## config.mk

```make
export PLATFORM = sky130hd
export DESIGN_NAME = clk_period_meter
export DESIGN_NICKNAME = d
export VERILOG_FILES = /design/src/rtl/clk_meter_pkg.sv /design/src/rtl/sync_edge_det.sv /design/src/rtl/clk_period_meter.sv
export SDC_FILE = /design/constraint.sdc
export NUM_CORES = 1
export LEC_CHECK = 0
export CAP_MARGIN = 0
export CORE_ASPECT_RATIO = 0.9
export CORE_MARGIN = 10
export CORE_UTILIZATION = 52
export DETAILED_ROUTE_END_ITERATION = 16
export HOLD_SLACK_MARGIN = 0.12
export PLACE_DENSITY = 0.75
export SETUP_SLACK_MARGIN = 0.2
export SLEW_MARGIN = 10
export SYNTH_ARGS = -nofsm -noshare
export SYNTH_HDL_FRONTEND = slang
export SYNTH_SLANG_ARGS = --single-unit
export TNS_END_PERCENT = 1
```

## constraint.sdc

```tcl
create_clock -name clock1M -period 2.3 [get_ports clock1M]
set_input_delay 0.23 -clock clock1M [delete_from_list [all_inputs] [get_ports clock1M]]
set_output_delay 0.23 -clock clock1M [all_outputs]
set_load 0.02 [all_outputs]
```

## src/rtl/clk_meter_pkg.sv

```systemverilog
// Purpose: shared state encoding and default constants for the clock period meter.
// Latency: n/a (types and constants only).
// Backpressure: n/a.
package clk_meter_pkg;

  typedef enum logic [1:0] {
    IDLE       = 2'd0,
    WAIT_FIRST = 2'd1,
    MEASURE    = 2'd2
  } meter_state_e;

  localparam int DEF_CNT_W    = 16;
  localparam int DEF_EXP_10K  = 100;  // 10 kHz measured with a 1 MHz reference
  localparam int DEF_EXP_100K = 10;   // 100 kHz measured with a 1 MHz reference
  localparam int DEF_TOL      = 2;
  localparam int DEF_LOCK_N   = 4;
  localparam int DEF_TIMEOUT  = 400;

endpackage

```

## src/rtl/sync_edge_det.sv

```systemverilog
// Purpose: two-flop synchronizer for an asynchronous input plus a one-cycle rising-edge pulse.
// Latency: rise_o is high in the cycle after the second sync flop captures the new level.
// Backpressure: none; free-running.
module sync_edge_det (
  input  logic clk_i,
  input  logic rst_ni,
  input  logic d_i,
  output logic rise_o
);

  logic s1_q;
  logic s2_q;
  logic s2_d_q;

  // Metastability filter and one-cycle history for edge detection.
  always_ff @(posedge clk_i) begin
    if (!rst_ni) begin
      s1_q   <= 1'b0;
      s2_q   <= 1'b0;
      s2_d_q <= 1'b0;
    end else begin
      s1_q   <= d_i;
      s2_q   <= s1_q;
      s2_d_q <= s2_q;
    end
  end

  assign rise_o = s2_q & ~s2_d_q;

endmodule

```

## src/rtl/clk_period_meter.sv

```systemverilog
// Purpose: measures the period of a slow async input in reference cycles, checks tolerance, tracks lock and loss.
// Latency: period_valid pulses 3 reference cycles after the clk_in rising edge that closes a period.
// Backpressure: none; results are pulses, sticky timeout_err clears only via enable low or reset.
module clk_period_meter
  import clk_meter_pkg::*;
#(
  parameter int CNT_W      = DEF_CNT_W,
  parameter int EXP_PERIOD = DEF_EXP_10K,
  parameter int TOL        = DEF_TOL,
  parameter int LOCK_N     = DEF_LOCK_N,
  parameter int TIMEOUT    = DEF_TIMEOUT
) (
  input  logic             clock1M,
  input  logic             reset,
  input  logic             clk_in,
  input  logic             enable,
  output logic [CNT_W-1:0] period_out,
  output logic             period_valid,
  output logic             in_tol,
  output logic             locked,
  output logic             timeout_err
);

  localparam int LW = $clog2(LOCK_N + 1);
  localparam logic [CNT_W:0]   LO_LIM  = (CNT_W+1)'((EXP_PERIOD > TOL) ? (EXP_PERIOD - TOL) : 0);
  localparam logic [CNT_W:0]   HI_LIM  = (CNT_W+1)'(EXP_PERIOD + TOL);
  localparam logic [CNT_W-1:0] TO_LAST = CNT_W'(TIMEOUT - 1);
  localparam logic [CNT_W-1:0] CNT_MAX = '1;
  localparam logic [LW-1:0]    LOCK_MAX = LW'(LOCK_N);

  meter_state_e     state_q, state_d;
  logic [CNT_W-1:0] cnt_q, cnt_d;
  logic [CNT_W-1:0] period_q, period_d;
  logic             valid_q, valid_d;
  logic             tol_q, tol_d;
  logic [LW-1:0]    lock_cnt_q, lock_cnt_d;
  logic             locked_q, locked_d;
  logic             to_q, to_d;

  logic             rise;
  logic [CNT_W:0]   meas;
  logic             tol_now;
  logic             timeout_hit;
  logic [CNT_W-1:0] cnt_inc;

  sync_edge_det u_sync (
    .clk_i  (clock1M),
    .rst_ni (reset),
    .d_i    (clk_in),
    .rise_o (rise)
  );

  // Period is cnt+1, computed one bit wider so the tolerance window never wraps.
  assign meas        = {1'b0, cnt_q} + (CNT_W+1)'(1);
  assign tol_now     = (meas >= LO_LIM) && (meas <= HI_LIM);
  assign timeout_hit = (cnt_q == TO_LAST) && !rise;
  assign cnt_inc     = (cnt_q == CNT_MAX) ? cnt_q : cnt_q + CNT_W'(1);

  // Next-state and datapath updates; enable low wins over everything but reset.
  always_comb begin
    state_d    = state_q;
    cnt_d      = cnt_q;
    period_d   = period_q;
    valid_d    = 1'b0;
    tol_d      = tol_q;
    lock_cnt_d = lock_cnt_q;
    to_d       = to_q;
    if (!enable) begin
      state_d    = IDLE;
      cnt_d      = '0;
      lock_cnt_d = '0;
      tol_d      = 1'b0;
      to_d       = 1'b0;
    end else begin
      unique case (state_q)
        IDLE: begin
          state_d    = WAIT_FIRST;
          cnt_d      = '0;
          lock_cnt_d = '0;
          tol_d      = 1'b0;
          to_d       = 1'b0;
        end
        WAIT_FIRST: begin
          if (rise) begin
            cnt_d   = '0;
            state_d = MEASURE;
          end else if (timeout_hit) begin
            to_d       = 1'b1;
            cnt_d      = '0;
            lock_cnt_d = '0;
          end else begin
            cnt_d = cnt_inc;
          end
        end
        MEASURE: begin
          if (rise) begin
            period_d = (cnt_q == CNT_MAX) ? CNT_MAX : meas[CNT_W-1:0];
            valid_d  = 1'b1;
            tol_d    = tol_now;
            cnt_d    = '0;
            if (!tol_now)                  lock_cnt_d = '0;
            else if (lock_cnt_q != LOCK_MAX) lock_cnt_d = lock_cnt_q + LW'(1);
          end else if (timeout_hit) begin
            to_d       = 1'b1;
            cnt_d      = '0;
            lock_cnt_d = '0;
            state_d    = WAIT_FIRST;
          end else begin
            cnt_d = cnt_inc;
          end
        end
        default: state_d = IDLE;
      endcase
    end
  end

  assign locked_d = (lock_cnt_d == LOCK_MAX);

  // State register with synchronous active-low reset.
  always_ff @(posedge clock1M) begin
    if (!reset) begin
      state_q    <= IDLE;
      cnt_q      <= '0;
      period_q   <= '0;
      valid_q    <= 1'b0;
      tol_q      <= 1'b0;
      lock_cnt_q <= '0;
      locked_q   <= 1'b0;
      to_q       <= 1'b0;
    end else begin
      state_q    <= state_d;
      cnt_q      <= cnt_d;
      period_q   <= period_d;
      valid_q    <= valid_d;
      tol_q      <= tol_d;
      lock_cnt_q <= lock_cnt_d;
      locked_q   <= locked_d;
      to_q       <= to_d;
    end
  end

  assign period_out   = period_q;
  assign period_valid = valid_q;
  assign in_tol       = tol_q;
  assign locked       = locked_q;
  assign timeout_err  = to_q;

endmodule

```

==> impl_metrics.sql <==
INSERT INTO impl_metrics (metric_group, metric, value, unit) VALUES
('finish', 'post_route_cells_drive_above_1_share', '28.8', '%'),
('critical_path', 'worstPathArrival', '2.46', 'ns'),
('die', 'floorplan.io_pins', '24', ''),
('grt', 'grt_pass1_vias', '2493', ''),
('synth', 'avgSynthCellArea', '7.87', 'um2'),
('route', 'route.detailed.wl_per_inst', '17.7', 'um'),
('cts', 'cts_root_buf', 'clkbuf_8', ''),
('placed_design', 'dp.final_hpwl', '5540', 'um'),
('timing', 'setup_viol_count_final', '0', ''),
('route', 'vias', '2778', ''),
('critical_path', 'startpoint_type', 'flop', ''),
('timing', 'finalWorstPathRequiredPeriod', '2.21', 'ns'),
('cts', 'clk_latency', '0.31', 'ns'),
('run', 'max_cap_violations', '0', ''),
('placed_design', 'port_buffers', '23', ''),
('critical_path', 'cp-end-kind', 'flop', ''),
('power', 'power.static_leakage', '1.35', 'nW'),
('timing', 'unrepaired_setup_endpoints_after_global_routing', 'yes', ''),
('route', 'drt.antenna.violating_nets', '0', ''),
('synth', 'netlist-cell-type-count', '59', ''),
('grt', 'grt_antenna_before_repair', '0', ''),
('grt', 'grt_pass1_wl', '12400', 'um'),
('synth', 'syn-cell-area', '0.00259', 'mm2'),
('placed_design', 'gp_routability_congestion', '0.989', ''),
('cts', 'htree_levels', '2', ''),
('synth', 'postSynthCellCount', '329', ''),
('power', 'cellPowerDensity', '419', 'mW/mm2'),
('placed_design', 'post_dp_area', '0.00316', 'mm2'),
('route', 'vias_per_cell', '6.07', ''),
('critical_path', 'worst_ep_required_time', '2.55', 'ns'),
('cts', 'clock_transition_at_the_registers_of_the_reported_paths', '0.09', 'ns'),
('critical_path', 'timing_worst_setup_path_type', 'flop to flop', ''),
('synth', 'postSynth.asyncResetShare', '0', '%'),
('run_status', 'outcome', 'finished, final reports clean', ''),
('power', 'ir_drop', '0.299', 'mV'),
('grt', 'grtUsageTotal', '18.8', '%'),
('die', 'chipWidth', '94.4', 'um'),
('cts', 'tritoncts.num_buffers', '5', ''),
('synth', 'yosys_register_bits', '44', ''),
('finish', 'area.sequential', '920', 'um2'),
('die', 'coreArea', '0.00483', 'mm2'),
('route', 'detailedRoute.firstPassIterationCount', '4', ''),
('cts', 'ctsHoldBuffers', '0', ''),
('synth', 'synthesis.yosys.warnings', '0', ''),
('finish', 'syn_to_final_growth', '37.3', '%'),
('synth', 'synth_edf_count', '0', ''),
('finish', 'multi_input_comb_area', '0.00171', 'mm2'),
('die', 'core.rowCount', '24', ''),
('timing', 'max_clock_freq', '452', 'MHz'),
('finish', 'layout.cells.most_common_list', 'buf_4 (57), dfxtp_1 (31), a21oi_1 (28)', ''),
('route', 'drt-total-wl', '8120', 'um'),
('min_path', 'class_of_the_tightest_hold_or_removal_check', 'flop to flop', ''),
('finish', 'nets', '404', ''),
('finish', 'layout.cells.most_common', 'buf_4', ''),
('die', 'floorplan.die.height', '87.0', 'um'),
('cts', 'clock_tree.buffer_depth', '2', ''),
('timing', 'hold_fails_final_rpt', '0', ''),
('critical_path', 'crit_path_max_fanout', '5', ''),
('grt', 'grt-ovfl-total', '0', ''),
('synth', 'synth-main-ff-cell', 'dfxtp_1', ''),
('timing', 'slew_headroom', '72.4', '%'),
('timing', 'worst_pin_slew', '0.413', 'ns'),
('finish', 'postLayoutCoreUtil', '73.6', '%'),
('timing', 'final_max_slew_viol_count', '0', ''),
('cts', 'cts_tree', 'yes', ''),
('route', 'drtIter0Drc', '312', ''),
('die', 'floorplan_die_area', '0.00821', 'mm2'),
('die', 'start_util', '53.6', '%'),
('synth', 'ys_seq_area_share', '34.0', '%'),
('grt', 'grt_max_degree', '30', ''),
('cts', 'cts.sink_count', '44', ''),
('finish', 'final.fill_count', '362', ''),
('synth', 'postSynthNetCount', '341', ''),
('finish', 'antennaDiodeCount', '0', ''),
('timing', 'period_utilization', '96.2', '%'),
('route', 'drc_errors', '0', ''),
('finish', 'final_area', '0.00356', 'mm2'),
('timing', 'clock_skew', '0.00546', 'ns');
Yosys cell counts, drive strengths merged (2+ instances only):
library cell	instances	area share (%)
and3	4	0.97
nand2	27	4.0
clkbuf	18	2.7
and2	8	1.9
and4	2	0.68
a21o	5	1.4
nand4	8	2.2
nand2b	2	0.48
nor2	26	3.8
a221oi	2	0.92
or2	3	0.72
or4	2	0.72
inv	13	1.9
dfxtp	44	34
ha	8	3.9
nor4	8	2.8
o31ai	2	0.58
buf	8	1.8
a31oi	18	4.3
o21ai	29	6.0
mux2i	2	0.77
or3	6	1.4
o2111ai	2	0.68
nand3	8	1.7
nor2b	4	1.3
nor3	10	1.9
xor2	4	1.4
nand3b	2	0.58
a21oi	29	5.6
xnor2	8	2.7
cell type report:
type                            count  share of cell area (%)
Multi-Input combinational cell    246                    47.9
Inverter                           13                    1.37
Clock inverter                      2                    1.09
Tap cell                           65                    2.29
Clock buffer                        6                    2.32
Sequential cell                    44                    25.9
Timing Repair Buffer               82                    19.1
kinds of logic (layout without fill, tap and decap cells):
group	Yosys count	count (layout)	share of synthesized area, %
and+or+nand+nor	124	124	26.8
AOI/OAI and AO/OA	100	100	24.2
DFF	44	44	34.0
buffers and inverters	39	103	6.33
xor gates and xnor gates	12	12	4.06
adders and majority gates	8	8	3.86
muxes	2	2	0.773
registers in the layout (all words and copies together) (netlist names):
register	cells
cnt_q	16
period_out	16
lock_cnt_q	3
state_q	2
in_tol	1
locked	1
period_valid	1
timeout_err	1
u_sync.s1_q	1
u_sync.s2_d_q	1
u_sync.s2_q	1
critical path, stage by stage, from the launching register on:
cell and delay [ns]:
dfxtp_4 0.40, nand4_1 0.20, buf_6 0.20, nor4_4 0.33, xnor2_2 0.17, and3b_2 0.24, o2111ai_2 0.11, a221oi_2 0.33
and2_1 0.17
report_power, final:
part	switching (mW)	internal [mW]	total, mW
combinational	0.0498	0.0368	0.0865
sequential	0.00293	0.755	0.758
clock	0.290	0.356	0.646
total	0.343	1.15	1.49
stage by stage:
stage	instances	setup WS [ns]	setup TNS, ns	power [mW]	hold slack (ns)
after CTS	453	0.190	0	1.49	0.444
after global placement	437	0.0658	0	0.861	0.416
final	458	0.0874	0	1.49	0.441
after floorplan	329	0.120	0	0.835	0.357
after global routing	458	-0.0283	-0.0460	1.53	0.475
after detailed placement	437	-0.0246	-0.0395	0.863	0.424
layer usage:
metal	global-route usage, %	vias up	part of all wire [%]
met5	0	-	0
met4	6.34	0	1.6
met3	3.36	13	9.0
met2	28.7	146	45
met1	25.9	1306	44
li1	-	1313	-
repair_timing:
item	in CTS	in global routing
hold endpoints to repair	0	0
gates resized for setup	30	18
setup buffers	8	5
pin swaps	19	14
endpoints found under the setup margin	17	20
path summary, 6_finish.rpt:
kind,startpoint,endpoint,slack (ns),depth (start not counted)
worst max register to register,cnt_q[0],lock_cnt_q[0],0.09,8
worst max-delay path,cnt_q[0],lock_cnt_q[0],0.09,8
worst min register to register,u_sync.s1_q,u_sync.s2_q,0.44,1
worst min-delay path,u_sync.s1_q,u_sync.s2_q,0.44,1
(Power assumes the default switching activity.)
